`src/rtl/lose_beeper.sv`:
```
// -----------------------------------------------------------------------------
// lose_beeper
//
// Plays the "lose count" as a series of audible beeps. When a start request is
// accepted in IDLE, the block sounds count_eff beeps (count clamped to 9), each
// BEEP_LEN cycles long and separated by GAP_LEN silent cycles. During a beep
// the speaker is driven with a square wave that toggles every HALF_PERIOD
// cycles. A one-cycle done pulse marks normal completion; abort or reset
// terminates playback silently, with no done pulse.
//
// Parameters
//   BEEP_LEN    - clock cycles per beep            (2 .. 2^26-1)
//   GAP_LEN     - silent cycles between two beeps  (1 .. 2^26-1)
//   HALF_PERIOD - clock cycles per audio half-wave (1 .. 2^20-1)
//
// Ports
//   clk        in   single clock, rising-edge active
//   rst        in   synchronous, active-high reset
//   start      in   playback request, honoured only in IDLE without abort
//   count      in   lose count 0..9 (larger values clamp to 9), sampled on accept
//   abort      in   stop playback immediately, no done pulse
//   audio      out  square-wave speaker drive, 0 outside BEEP
//   busy       out  high while in BEEP or GAP
//   done       out  one-cycle pulse on normal completion
//   beeps_left out  beeps remaining, including the one currently sounding
//
// All outputs are registered: each has a _d value computed from the next state
// and is captured together with the state register.
// -----------------------------------------------------------------------------
module lose_beeper #(
  parameter int BEEP_LEN    = 25_000_000,
  parameter int GAP_LEN     = 25_000_000,
  parameter int HALF_PERIOD = 113_636
) (
  input  logic       clk,
  input  logic       rst,
  input  logic       start,
  input  logic [3:0] count,
  input  logic       abort,
  output logic       audio,
  output logic       busy,
  output logic       done,
  output logic [3:0] beeps_left
);

  // Timer widths cover the full legal parameter ranges, so the terminal
  // compare values below are always reachable without wrap-around.
  localparam int BEAT_W = 26;
  localparam int TONE_W = 20;

  // Timers count 0 .. LEN-1; the terminal value marks the last cycle of a phase.
  localparam logic [BEAT_W-1:0] BEEP_LAST = BEAT_W'(BEEP_LEN - 1);
  localparam logic [BEAT_W-1:0] GAP_LAST  = BEAT_W'(GAP_LEN - 1);
  localparam logic [TONE_W-1:0] TONE_LAST = TONE_W'(HALF_PERIOD - 1);

  localparam logic [3:0] COUNT_MAX = 4'd9;

  typedef enum logic [1:0] {
    IDLE = 2'd0,
    BEEP = 2'd1,
    GAP  = 2'd2,
    DONE = 2'd3
  } state_e;

  state_e            state_q,      state_d;
  logic [BEAT_W-1:0] beat_q,       beat_d;
  logic [TONE_W-1:0] tone_q,       tone_d;
  logic              audio_q,      audio_d;
  logic              busy_q,       busy_d;
  logic              done_q,       done_d;
  logic [3:0]        beeps_left_q, beeps_left_d;

  logic [3:0]        count_eff;

  // The lose counter should never exceed 9, but clamp defensively so a glitchy
  // upstream value cannot request more than nine beeps.
  assign count_eff = (count > COUNT_MAX) ? COUNT_MAX : count;

  // ---------------------------------------------------------------------------
  // Next-state and registered-output logic
  // ---------------------------------------------------------------------------
  always_comb begin
    // NOTE: every signal driven here gets a default first, so no path through
    // the case statement can leave one unassigned and infer a latch.
    state_d      = state_q;
    beat_d       = beat_q;
    tone_d       = tone_q;
    audio_d      = 1'b0;
    beeps_left_d = beeps_left_q;

    unique case (state_q)
      IDLE: begin
        beat_d       = '0;
        tone_d       = '0;
        beeps_left_d = '0;
        // abort wins over a simultaneous start: the request is dropped.
        if (start && !abort) begin
          if (count_eff != 4'd0) begin
            state_d      = BEEP;
            beeps_left_d = count_eff;
          end else begin
            state_d = DONE;
          end
        end
      end

      BEEP: begin
        if (abort) begin
          state_d      = IDLE;
          beat_d       = '0;
          tone_d       = '0;
          beeps_left_d = '0;
        end else if (beat_q == BEEP_LAST) begin
          // Last beep cycle: audio is forced low on the way out (default 0).
          beat_d       = '0;
          tone_d       = '0;
          beeps_left_d = beeps_left_q - 4'd1;
          state_d      = (beeps_left_q == 4'd1) ? DONE : GAP;
        end else begin
          beat_d = beat_q + 1'b1;
          if (tone_q == TONE_LAST) begin
            tone_d  = '0;
            audio_d = ~audio_q;
          end else begin
            tone_d  = tone_q + 1'b1;
            audio_d = audio_q;
          end
        end
      end

      GAP: begin
        if (abort) begin
          state_d      = IDLE;
          beat_d       = '0;
          tone_d       = '0;
          beeps_left_d = '0;
        end else if (beat_q == GAP_LAST) begin
          // Next beep starts with both timers cleared, so its waveform is
          // identical to the first one.
          state_d = BEEP;
          beat_d  = '0;
          tone_d  = '0;
        end else begin
          beat_d = beat_q + 1'b1;
        end
      end

      DONE: begin
        // DONE always lasts exactly one cycle; abort here leads to the same
        // place, so it needs no separate branch.
        state_d      = IDLE;
        beat_d       = '0;
        tone_d       = '0;
        beeps_left_d = '0;
      end

      default: begin
        state_d      = IDLE;
        beat_d       = '0;
        tone_d       = '0;
        beeps_left_d = '0;
      end
    endcase

    // Status outputs follow the next state so they are valid in the same cycle
    // as the state they describe.
    busy_d = (state_d == BEEP) || (state_d == GAP);
    done_d = (state_d == DONE);
  end

  // ---------------------------------------------------------------------------
  // State and output registers (synchronous reset has priority over all inputs)
  // ---------------------------------------------------------------------------
  always_ff @(posedge clk) begin
    // NOTE: sequential state uses non-blocking assignments so every register
    // samples the pre-edge values, independent of statement order.
    if (rst) begin
      state_q      <= IDLE;
      beat_q       <= '0;
      tone_q       <= '0;
      audio_q      <= 1'b0;
      busy_q       <= 1'b0;
      done_q       <= 1'b0;
      beeps_left_q <= '0;
    end else begin
      state_q      <= state_d;
      beat_q       <= beat_d;
      tone_q       <= tone_d;
      audio_q      <= audio_d;
      busy_q       <= busy_d;
      done_q       <= done_d;
      beeps_left_q <= beeps_left_d;
    end
  end

  assign audio      = audio_q;
  assign busy       = busy_q;
  assign done       = done_q;
  assign beeps_left = beeps_left_q;

endmodule

```
`config.mk`:
```
export PLATFORM = sky130hd
export DESIGN_NAME = lose_beeper
export DESIGN_NICKNAME = d
export VERILOG_FILES = /design/src/rtl/lose_beeper.sv
export SDC_FILE = /design/constraint.sdc
export NUM_CORES = 1
export LEC_CHECK = 0
export BUFFER_PORTS_ARGS = -buffer_cell sky130_fd_sc_hd__buf_2
export CAP_MARGIN = 40
export CORE_MARGIN = 2
export CORE_UTILIZATION = 44
export DETAILED_ROUTE_END_ITERATION = 8
export GPL_TIMING_DRIVEN = 0
export HOLD_SLACK_MARGIN = 0.02
export PLACE_DENSITY = 0.65
export SLEW_MARGIN = 20
export SYNTH_ARGS = -nofsm -noshare
export SYNTH_HDL_FRONTEND = slang
export SYNTH_SLANG_ARGS = --single-unit
```
`constraint.sdc`:
```
create_clock -name clk -period 6.2 [get_ports clk]
set_input_delay 0.93 -clock clk [delete_from_list [all_inputs] [get_ports clk]]
set_output_delay 0.93 -clock clk [all_outputs]
set_load 0.02 [all_outputs]
```
==> flow_summary.yaml, run 1 <==
routing:
  first_pass_iters: 4
  drc: 0
  routed_via_density: 5.581
  drt-total-wl_mm: 6.105
  antenna_left: 0
  dr.first_iter.drc_count: 117
  vias: 2489
  wl_per_cell_um: 13.69
timing:
  finalCritPeriodShare: 0.4057
  setup_violations: 0
  slew_violations: 0
  relSlewSlack: 0.4634
  rsz0062_at_grt: "false"
  finalCriticalPeriod_ns: 2.515
  max_freq_mhz: 397.6
  skew_ns: 0.009226
  worstMarginPinSlew_ns: 0.7976
  final.setup.tns_ns: 0
  hold_viol_final: 0
worst_setup_path:
  crit_family: "simple AND/OR/NAND/NOR gates"
  required_ns: 6.38
  crit_buf_inv: 2
  cpMaxStageDelayCell: "dfxtp_1"
  worstPathCellList: "nor4b_1 -> and4b_1 -> clkbuf_1 -> and2_0 -> buf_2 -> mux2_2 -> o21ai_0 -> ha_1 -> nor2b_1"
  end_kind: "register"
  start_kind: "register"
  critical_path.max_stage_delay_ns: 0.39
  cp_max_fo: 7
  cp.arrival_ns: 2.70
  crit_type: "register to register"
power:
  combPwrFrac: 0.053
  p_sw_uw: 142.9
  p_total_uw: 591.0
  power_report.internal_total_uw: 448.2
  powerDensity_nw_per_um2: 186.7
  seq_power_share: 0.605
  power_frac_clock: 0.342
  power.leakage_nw: 1.039
  swShare: 0.2418
  ir_drop_uv: 126.3
clock_tree:
  post_cts_resize_count: 0
  worstSkewPairLatency_ns: 0.31
  clock_path_buffers: 2
  post_cts_buffers: 0
  cts_buffers: 5
  holdBufCountCts: 0
  htreeDepth: 2
  path_clk_slew_ns: 0.10
  cts_sinks: 55
  cts_tree: "done"
  cts_root_buffer: "clkbuf_8"
logic_synthesis:
  synth.cell_area_um2: 2907
  synthCells: 347
  ys_ff_latch: 55
  synth_edf_count: 0
  synthArstFlopShare: 0
  ys_warn_count: 0
  ys.flop_type: "dfxtp_1"
  syn-num-nets: 360
  synth.distinct_cells: 62
  ys_seq_area_frac: 0.3788
  syn_avg_cell_area_um2: 8.376
grt:
  track_usage: 0.1803
  grt_pass1_vias: 2307
  antenna_found_initial: 0
  grt_pass1_wl_mm: 10.83
  grt-ovfl-total: 0
  grt_start_max_net_pins: 19
cells_and_area:
  area_growth_pct: 8.911
  nNetsFinal: 381
  layoutNonFillerInstCount: 446
  antenna_cells: 0
  final_core_util: 0.4957
  drive_gt1_frac: 0.1274
floorplan:
  rows: 29
  die_area_um2: 7272
  coreArea_um2: 6386
  initial_core_util: 0.4551
  die_h_um: 85.28
  fp.dieW_um: 85.28
  ios: 15
place:
  io_buffers: 13
  post-place-cells: 437
  gp_congestion: 0.8522
  dp_hpwl_mm: 4.471
status:
  status: "complete, no violations"
worst_hold_path:
  min_path_type: "register to register"
run:
  cap_violations: 0
[cells in the mapped netlist, types with 4 or more instances]
cell type / number / area share
buf_2: 6 / 0.010
xor2_1: 20 / 0.060
dfxtp_1: 55 / 0.38
nor3_1: 15 / 0.026
nor2_1: 42 / 0.054
a31oi_1: 8 / 0.017
clkbuf_1: 5 / 0.0065
mux2i_1: 4 / 0.014
and3_1: 8 / 0.017
xnor2_1: 7 / 0.021
nor4_1: 4 / 0.0086
a21oi_1: 9 / 0.015
nand3_1: 25 / 0.043
inv_1: 8 / 0.010
o21ai_0: 9 / 0.015
nand2b_1: 6 / 0.013
nand4_1: 12 / 0.026
or3_1: 5 / 0.011
ha_1: 5 / 0.022
nand2_1: 33 / 0.043
[power groups by stage]
stage	combinational (mW)	clock (mW)	sequential (mW)
finish	0.0312	0.202	0.357
global placement	0.0313	0	0.366
CTS	0.0314	0.212	0.358
floorplan	0.0195	0	0.367
global route	0.0346	0.225	0.358
detailed placement	0.0312	0	0.366
[per-stage QoR]
stage                     cell area, µm²  hold slack, ns  worst slack, ns
after floorplan                     2907          0.4297            3.572
after global placement              3068          0.4485            3.391
after detailed placement            3068          0.4503            3.402
after CTS                           3161          0.4787            3.690
after global routing                3166          0.5331            3.485
final                               3166          0.4728            3.685
[flip-flops by register name, summed over array words and instances, names as in the netlist]
name / cells
beat_q: 26
tone_q: 20
busy: 1
state_q: 2
done: 1
beeps_left: 4
audio: 1
[logic make-up (layout without fill, tap and decap cells)]
| logic type | Yosys count | after routing | share of synthesized area |
|---|---|---|---|
| xor+xnor | 27 | 27 | 0.08136 |
| simple gates | 184 | 184 | 0.3491 |
| buf+inv | 20 | 42 | 0.03100 |
| flops | 55 | 55 | 0.3788 |
| compound gates | 51 | 51 | 0.1205 |
| fa+ha+maj | 5 | 5 | 0.02152 |
| mux | 5 | 5 | 0.01765 |
[final cells by class]
cell class              instances  area, µm²
flip-flops and latches         55       1101
clock buffers                   5      68.82
multi-input cells             272       1715
plain buffers                  12      60.06
repair buffers                 14      70.07
clock inverters                 3      23.77
well taps                      77      96.34
inverters                       8      30.03
fillers                       637       3221
[metal layers]
metal  up-vias  routed length, µm  global-route usage
met5         -                  0                   0
met4         0                114             0.06349
met3         8                146             0.02626
met2        29               2711              0.2869
met1      1153               3132              0.2490
li1       1299                  -                   -
[layout by cell type (no fill, tap or decap), types with 4 or more instances in the layout]
| master | instances |
|---|---|
| dfxtp_1 | 55 |
| nor2_1 | 42 |
| nand2_1 | 33 |
| nand3_1 | 25 |
| xor2_1 | 20 |
| buf_2 | 19 |
| nor3_1 | 15 |
| nand4_1 | 12 |
| o21ai_0 | 9 |
| a21oi_1 | 9 |
| inv_1 | 8 |
| and3_1 | 8 |
| a31oi_1 | 8 |
| xnor2_1 | 7 |
| nand2b_1 | 6 |
| clkbuf_1 | 5 |
| or3_1 | 5 |
| ha_1 | 5 |
| clkbuf_8 | 5 |
| mux2i_1 | 4 |
| nor4_1 | 4 |
[path summary, 6_finish.rpt]
kind | from | endpoint | cells after the start | slack (ns)
setup reg to reg | beat_q[17] | busy | 9 | 3.68
setup / recovery | beat_q[17] | busy | 9 | 3.68
hold / removal | beat_q[0] | beat_q[0] | 1 | 0.47
hold reg to reg | beat_q[0] | beat_q[0] | 1 | 0.47
Note: power is estimated with default switching activity, not from simulation.
==> run 2: changes to the inputs <==
--- a/config.mk
+++ b/config.mk
@@ -5,6 +5,7 @@
 export SDC_FILE = /design/constraint.sdc
 export NUM_CORES = 1
 export LEC_CHECK = 0
+export ABC_AREA = 1
 export BUFFER_PORTS_ARGS = -buffer_cell sky130_fd_sc_hd__buf_2
 export CAP_MARGIN = 40
 export CORE_MARGIN = 2
@@ -12,7 +13,7 @@
 export DETAILED_ROUTE_END_ITERATION = 8
 export GPL_TIMING_DRIVEN = 0
 export HOLD_SLACK_MARGIN = 0.02
-export PLACE_DENSITY = 0.65
+export PLACE_DENSITY = 0.64
 export SLEW_MARGIN = 20
 export SYNTH_ARGS = -nofsm -noshare
 export SYNTH_HDL_FRONTEND = slang
==> constraint.sdc (replaced) <==
create_clock -name clk -period 2.5 [get_ports clk]
set_input_delay 0.375 -clock clk [delete_from_list [all_inputs] [get_ports clk]]
set_output_delay 0.375 -clock clk [all_outputs]
set_load 0.02 [all_outputs]
==> run 2 against run 1 <==
Net effect: routed wire length is 32% higher; first-iteration DRC count grew 120%; synthesized cell count up 53%; clock power grew to 2.6 times the previous value; utilization increased by 0.081 points; via count increased by 34%; area after synthesis is 15% higher; design area grew 15%; die area up 15%; largest cell class unchanged.
==> flow_summary.yaml, run 2 <==
worst_setup_path:
  cp.arrival_ns: 2.34
  required_ns: 2.70
  start_kind: "register"
  end_kind: "register"
  rrSetupSlack_ns: 0.36
  cp_max_fo: 10
  crit_type: "register to register"
routing:
  first_pass_iters: 5
  routed_via_density: 5.101
  vias: 3326
  drc: 0
  dr.first_iter.drc_count: 256
  wl_per_cell_um: 12.33
  antenna_left: 0
  drt-total-wl_mm: 8.037
clock_tree:
  cts_buffers: 5
  post_cts_resize_count: 0
  cts_root_buffer: "clkbuf_8"
  cts_tree: "done"
  htreeDepth: 2
  holdBufCountCts: 0
  post_cts_buffers: 0
  path_clk_slew_ns: 0.11
  worstSkewPairLatency_ns: 0.32
  cts_sinks: 55
  clock_path_buffers: 2
timing:
  finalCritPeriodShare: 0.8571
  rsz0062_at_grt: "false"
  final.setup.tns_ns: 0
  finalCriticalPeriod_ns: 2.143
  slew_violations: 0
  setup_violations: 0
  relSlewSlack: 0.6430
  max_freq_mhz: 466.7
  hold_viol_final: 0
  worstMarginPinSlew_ns: 0.5355
  skew_ns: 0.01062
logic_synthesis:
  synthTopCellsByArea: "dfxtp_1, nand2_1, nor2_1"
  ys_ff_latch: 55
  ys.flop_type: "dfxtp_1"
  ys_seq_area_frac: 0.3287
  ys_warn_count: 0
  synthArstFlopShare: 0
  synth_top_area_cell: "dfxtp_1"
  syn-num-nets: 544
  synth.cell_area_um2: 3349
  synth_edf_count: 0
  synth.most_common_cell: "nand2_1"
  synth.distinct_cells: 31
  synthCells: 531
  syn_avg_cell_area_um2: 6.308
  netlist.area_leader.share: 0.3287
  synth_common_cells: "nand2_1, nor2_1, inv_1, dfxtp_1, nand3_1"
power:
  power.leakage_nw: 1.328
  p_total_mw: 1.484
  power_report.internal_total_mw: 1.111
  p_sw_uw: 373.1
  powerDensity_nw_per_um2: 407.8
  ir_drop_uv: 346.0
  combPwrFrac: 0.045
  power_frac_clock: 0.358
  seq_power_share: 0.597
  swShare: 0.2514
grt:
  met2_usage: 0.3093
  gr-usage-met3: 0.02739
  top_usage_layer: "met2"
  grt_start_max_net_pins: 20
  grt_pass1_vias: 2954
  track_usage: 0.2007
  antenna_found_initial: 0
  gr-usage-met1: 0.2995
  grt_pass1_wl_mm: 13.86
  grt-ovfl-total: 0
floorplan:
  die_h_um: 91.25
  coreArea_um2: 7331
  ios: 15
  die_area_um2: 8327
  fp.dieW_um: 91.25
  rows: 31
  initial_core_util: 0.4569
place:
  gp_congestion: 0.8902
  dp_hpwl_mm: 6.249
  io_buffers: 14
cells_and_area:
  top_register: "beat_q"
  final_common_cell: "nand2_1"
  nNetsFinal: 565
  largest_reg_flops: 26
  final_cell_mix: "nand2_1, nor2_1, inv_1, dfxtp_1, nand3_1"
  antenna_cells: 0
  drive_gt1_frac: 0.09042
  final_core_util: 0.4965
  area_growth_pct: 8.666
worst_hold_path:
  min_path_type: "primary input to register"
run:
  cap_violations: 0
status:
  status: "complete, no violations"
-- run 2: cell count changes after synthesis, sizes merged, moves of 7 or more --
cell    delta
a21oi     +21
and3      -10
nor2      +68
nand2b     -7
nand2    +105
xor2       -7
nand3     +21
inv       +62
a31oi      -8
-- run 2: cells by family after synthesis --
family | Yosys count | share of synthesized area
xor+xnor | 23 | 0.06014
fa+ha+maj | 5 | 0.01868
buf+inv | 79 | 0.09899
compound gates | 41 | 0.06388
flops | 55 | 0.3287
simple gates | 328 | 0.4296
-- run 2: worst max-delay path, stage by stage (launching register included) --
cell and delay (ns):
dfxtp_1 0.38, ha_1 0.24, nand3_2 0.11, nor3_2 0.28, nand3_2 0.24, nand2_2 0.14
buf_6 0.15, o211ai_1 0.12, ha_1 0.29, inv_1 0.05, nor2_1 0.03
-- run 2: cell type report --
| class | count | area [µm²] |
|---|---|---|
| Clock inverter | 3 | 27.53 |
| Inverter | 71 | 266.5 |
| Sequential cell | 55 | 1101 |
| Timing Repair Buffer | 14 | 70.07 |
| Fill cell | 761 | 3691 |
| Multi-Input combinational cell | 397 | 1917 |
| Tap cell | 99 | 123.9 |
| Clock buffer | 5 | 68.82 |
| Buffer | 8 | 65.06 |
-- run 2: power groups by stage --
stage / registers [mW] / clock network [mW] / logic (mW)
detailed placement: 0.905 / 0 / 0.0677
finish: 0.885 / 0.531 / 0.0674
floorplan: 0.909 / 0 / 0.0402
global route: 0.887 / 0.578 / 0.0758
global placement: 0.905 / 0 / 0.0668
CTS: 0.886 / 0.549 / 0.0679
-- run 2: worst paths after layout --
check | startpoint | to | depth (start not counted)
setup / recovery | beat_q[0] | busy | 10
setup reg to reg | beat_q[0] | busy | 10
hold / removal | abort | tone_q[4] | 4
hold reg to reg | beat_q[0] | beat_q[0] | 1
-- run 2: layer usage --
metal  vias to the layer above  wire length (µm)
met5                         -                 0
met4                         0                80
met3                         6               330
met1                      1528              4117
met2                        80              3508
li1                       1712                 -
-- run 2: per-stage QoR --
step / hold slack, ns / setup slack [ns] / area [µm²] / cells
2_1_floorplan: 0.4175 / 0.7143 / 3349 / 531
3_3_place_gp: 0.4350 / 0.4199 / 3543 / 644
3_5_place_dp: 0.4406 / 0.3907 / 3543 / 644
4_1_cts: 0.4084 / 0.3723 / 3640 / 652
5_1_grt: 0.4576 / 0.1863 / 3640 / 652
6_report: 0.4251 / 0.3574 / 3640 / 652
==> run 3: changes to the inputs <==
--- a/config.mk
+++ b/config.mk
@@ -5,15 +5,13 @@
 export SDC_FILE = /design/constraint.sdc
 export NUM_CORES = 1
 export LEC_CHECK = 0
-export ABC_AREA = 1
 export BUFFER_PORTS_ARGS = -buffer_cell sky130_fd_sc_hd__buf_2
 export CAP_MARGIN = 40
-export CORE_MARGIN = 2
 export CORE_UTILIZATION = 44
 export DETAILED_ROUTE_END_ITERATION = 8
 export GPL_TIMING_DRIVEN = 0
 export HOLD_SLACK_MARGIN = 0.02
-export PLACE_DENSITY = 0.64
+export PLACE_DENSITY = 0.65
 export SLEW_MARGIN = 20
 export SYNTH_ARGS = -nofsm -noshare
 export SYNTH_HDL_FRONTEND = slang
==> run 3 against run 2 <==
Net effect: flip-flop and latch count did not move; largest cell class unchanged; final cell count shrank 31%; critical endpoint unchanged; design area is 11% lower; critical path type unchanged.
==> flow_summary.yaml, run 3 (synthesis gave the netlist of run 1 again) <==
floorplan:
  fp.dieW_um: 83.28
  initial_core_util: 0.4577
  rows: 29
  coreArea_um2: 6350
  ios: 15
  die_area_um2: 6935
  die_h_um: 83.28
routing:
  drc: 0
  first_pass_iters: 4
  drt-total-wl_mm: 6.253
  routed_via_density: 5.629
  dr.first_iter.drc_count: 122
  wl_per_cell_um: 13.99
  vias: 2516
  antenna_left: 0
clock_tree:
  htreeDepth: 2
  cts_buffers: 5
  cts_tree: "done"
  path_clk_slew_ns: 0.10
  cts_root_buffer: "clkbuf_8"
  clock_path_buffers: 2
  holdBufCountCts: 0
  worstSkewPairLatency_ns: 0.31
  cts_sinks: 55
timing:
  finalCriticalPeriod_ns: 2.321
  skew_ns: 0.01481
  hold_viol_final: 0
  setup_violations: 0
  finalCritPeriodShare: 0.9285
  worstMarginPinSlew_ns: 0.8145
  max_freq_mhz: 430.8
  relSlewSlack: 0.4560
  slew_violations: 0
  setup_ws_ns: 0.1789
worst_setup_path:
  cp.arrival_ns: 2.52
  reg2reg_depth: 9
  rrSetupSlack_ns: 0.18
  r2r-end: "busy"
  required_ns: 2.69
  r2r-start: "beat_q[0]"
  start_kind: "register"
  cp_max_fo: 5
  end_kind: "register"
  crit_type: "register to register"
cells_and_area:
  n_fill_cell: 619
  final_cell_mix: "dfxtp_1, nor2_1, nand2_1, nand3_1, xor2_1"
  postLayoutCellArea_um2: 3222
  nNetsFinal: 382
  top_register: "beat_q"
  final_common_cell: "dfxtp_1"
  drive_gt1_frac: 0.1459
  largest_reg_flops: 26
  antenna_cells: 0
  area_growth_pct: 10.85
power:
  power.leakage_nw: 1.085
  p_sw_uw: 343.3
  ir_drop_uv: 304.9
  powerDensity_nw_per_um2: 489.8
  power_frac_clock: 0.390
  seq_power_share: 0.562
  swShare: 0.2175
  power_report.internal_total_mw: 1.235
  combPwrFrac: 0.049
place:
  io_buffers: 13
  placed_cell_area_um2: 3068
  gp_congestion: 0.8192
  dp_hpwl_mm: 4.427
  post-place-ws_ns: 0.04970
worst_hold_path:
  min_from: "count[2]"
  min_path_cells: 3
  min_path_type: "primary input to register"
  hold-path-endpoint: "beeps_left[2]"
grt:
  track_usage: 0.1833
  grt_start_max_net_pins: 17
  grt-ovfl-total: 0
  antenna_found_initial: 0
  grt_pass1_vias: 2293
  grt_pass1_wl_mm: 10.58
run:
  cap_violations: 0
status:
  status: "complete, no violations"
-- run 3: area by class of cell --
cell class                 instances  area, µm²  share of cell area
tap                               77      96.34             0.02990
inverter                           8      30.03            0.009320
clock inverter                     2      35.03             0.01087
sequential                        55       1104              0.3425
timing repair buffer              16      87.58             0.02718
buffer                            11      56.30             0.01748
clock buffer                       6      82.58             0.02563
multi-input combinational        272       1730              0.5371
-- run 3: stage by stage --
| stage | power, mW | hold WS [ns] | setup TNS (ns) | cells | util |
|---|---|---|---|---|---|
| 6_report | 1.578 | 0.3144 | 0 | 447 | 0.5074 |
| 5_1_grt | 1.637 | 0.3419 | -0.008122 | 447 | 0.5074 |
| 4_1_cts | 1.599 | 0.3123 | 0 | 445 | 0.5017 |
| 3_5_place_dp | 0.9837 | 0.4576 | 0 | 437 | 0.4832 |
| 3_3_place_gp | 0.9836 | 0.4430 | 0 | 437 | 0.4832 |
| 2_1_floorplan | 0.9588 | 0.4297 | 0 | 347 | - |
-- run 3: worst max-delay path, stage by stage, from the launching register on --
cell and delay, ns:
dfxtp_1 0.38, ha_2 0.22, nand2_2 0.10, nor4_4 0.34, and2_0 0.17, buf_2 0.15, mux2_2 0.36, o21ai_1 0.13
ha_1 0.24, nor2b_1 0.12
-- run 3: what timing repair did --
action,4_1_cts,5_1_grt
buffers inserted,0,3
endpoints found under the setup margin,0,2
hold endpoints to repair,0,0
gates resized for setup,0,7
-- run 3: worst max path at each step --
stage | from | endpoint | slack [ns] | cells past startpoint
after floorplan | beat_q[0] | busy | 0.30 | 9
after global placement | beat_q[17] | busy | 0.02 | 9
after detailed placement | beat_q[17] | busy | 0.05 | 9
after CTS | beat_q[17] | busy | 0.004 | 9
after global routing | beat_q[0] | busy | -0.008 | 9
final | beat_q[0] | busy | 0.18 | 9
-- run 3: power by group through the flow --
stage / Sequential, mW / Clock (mW) / Combinational (mW)
after floorplan: 0.910 / 0 / 0.0484
after global placement: 0.907 / 0 / 0.0766
after detailed placement: 0.907 / 0 / 0.0768
after CTS: 0.887 / 0.635 / 0.0773
after global routing: 0.888 / 0.664 / 0.0855
final: 0.887 / 0.615 / 0.0768
-- run 3: routing by layer --
layer  vias to the layer above  track usage  part of all wire
met3                         4      0.02982             0.029
li1                       1297            -                 -
met5                         -            0                 0
met4                         0      0.06113            0.0088
met1                      1183       0.2564              0.50
met2                        32       0.2869              0.46
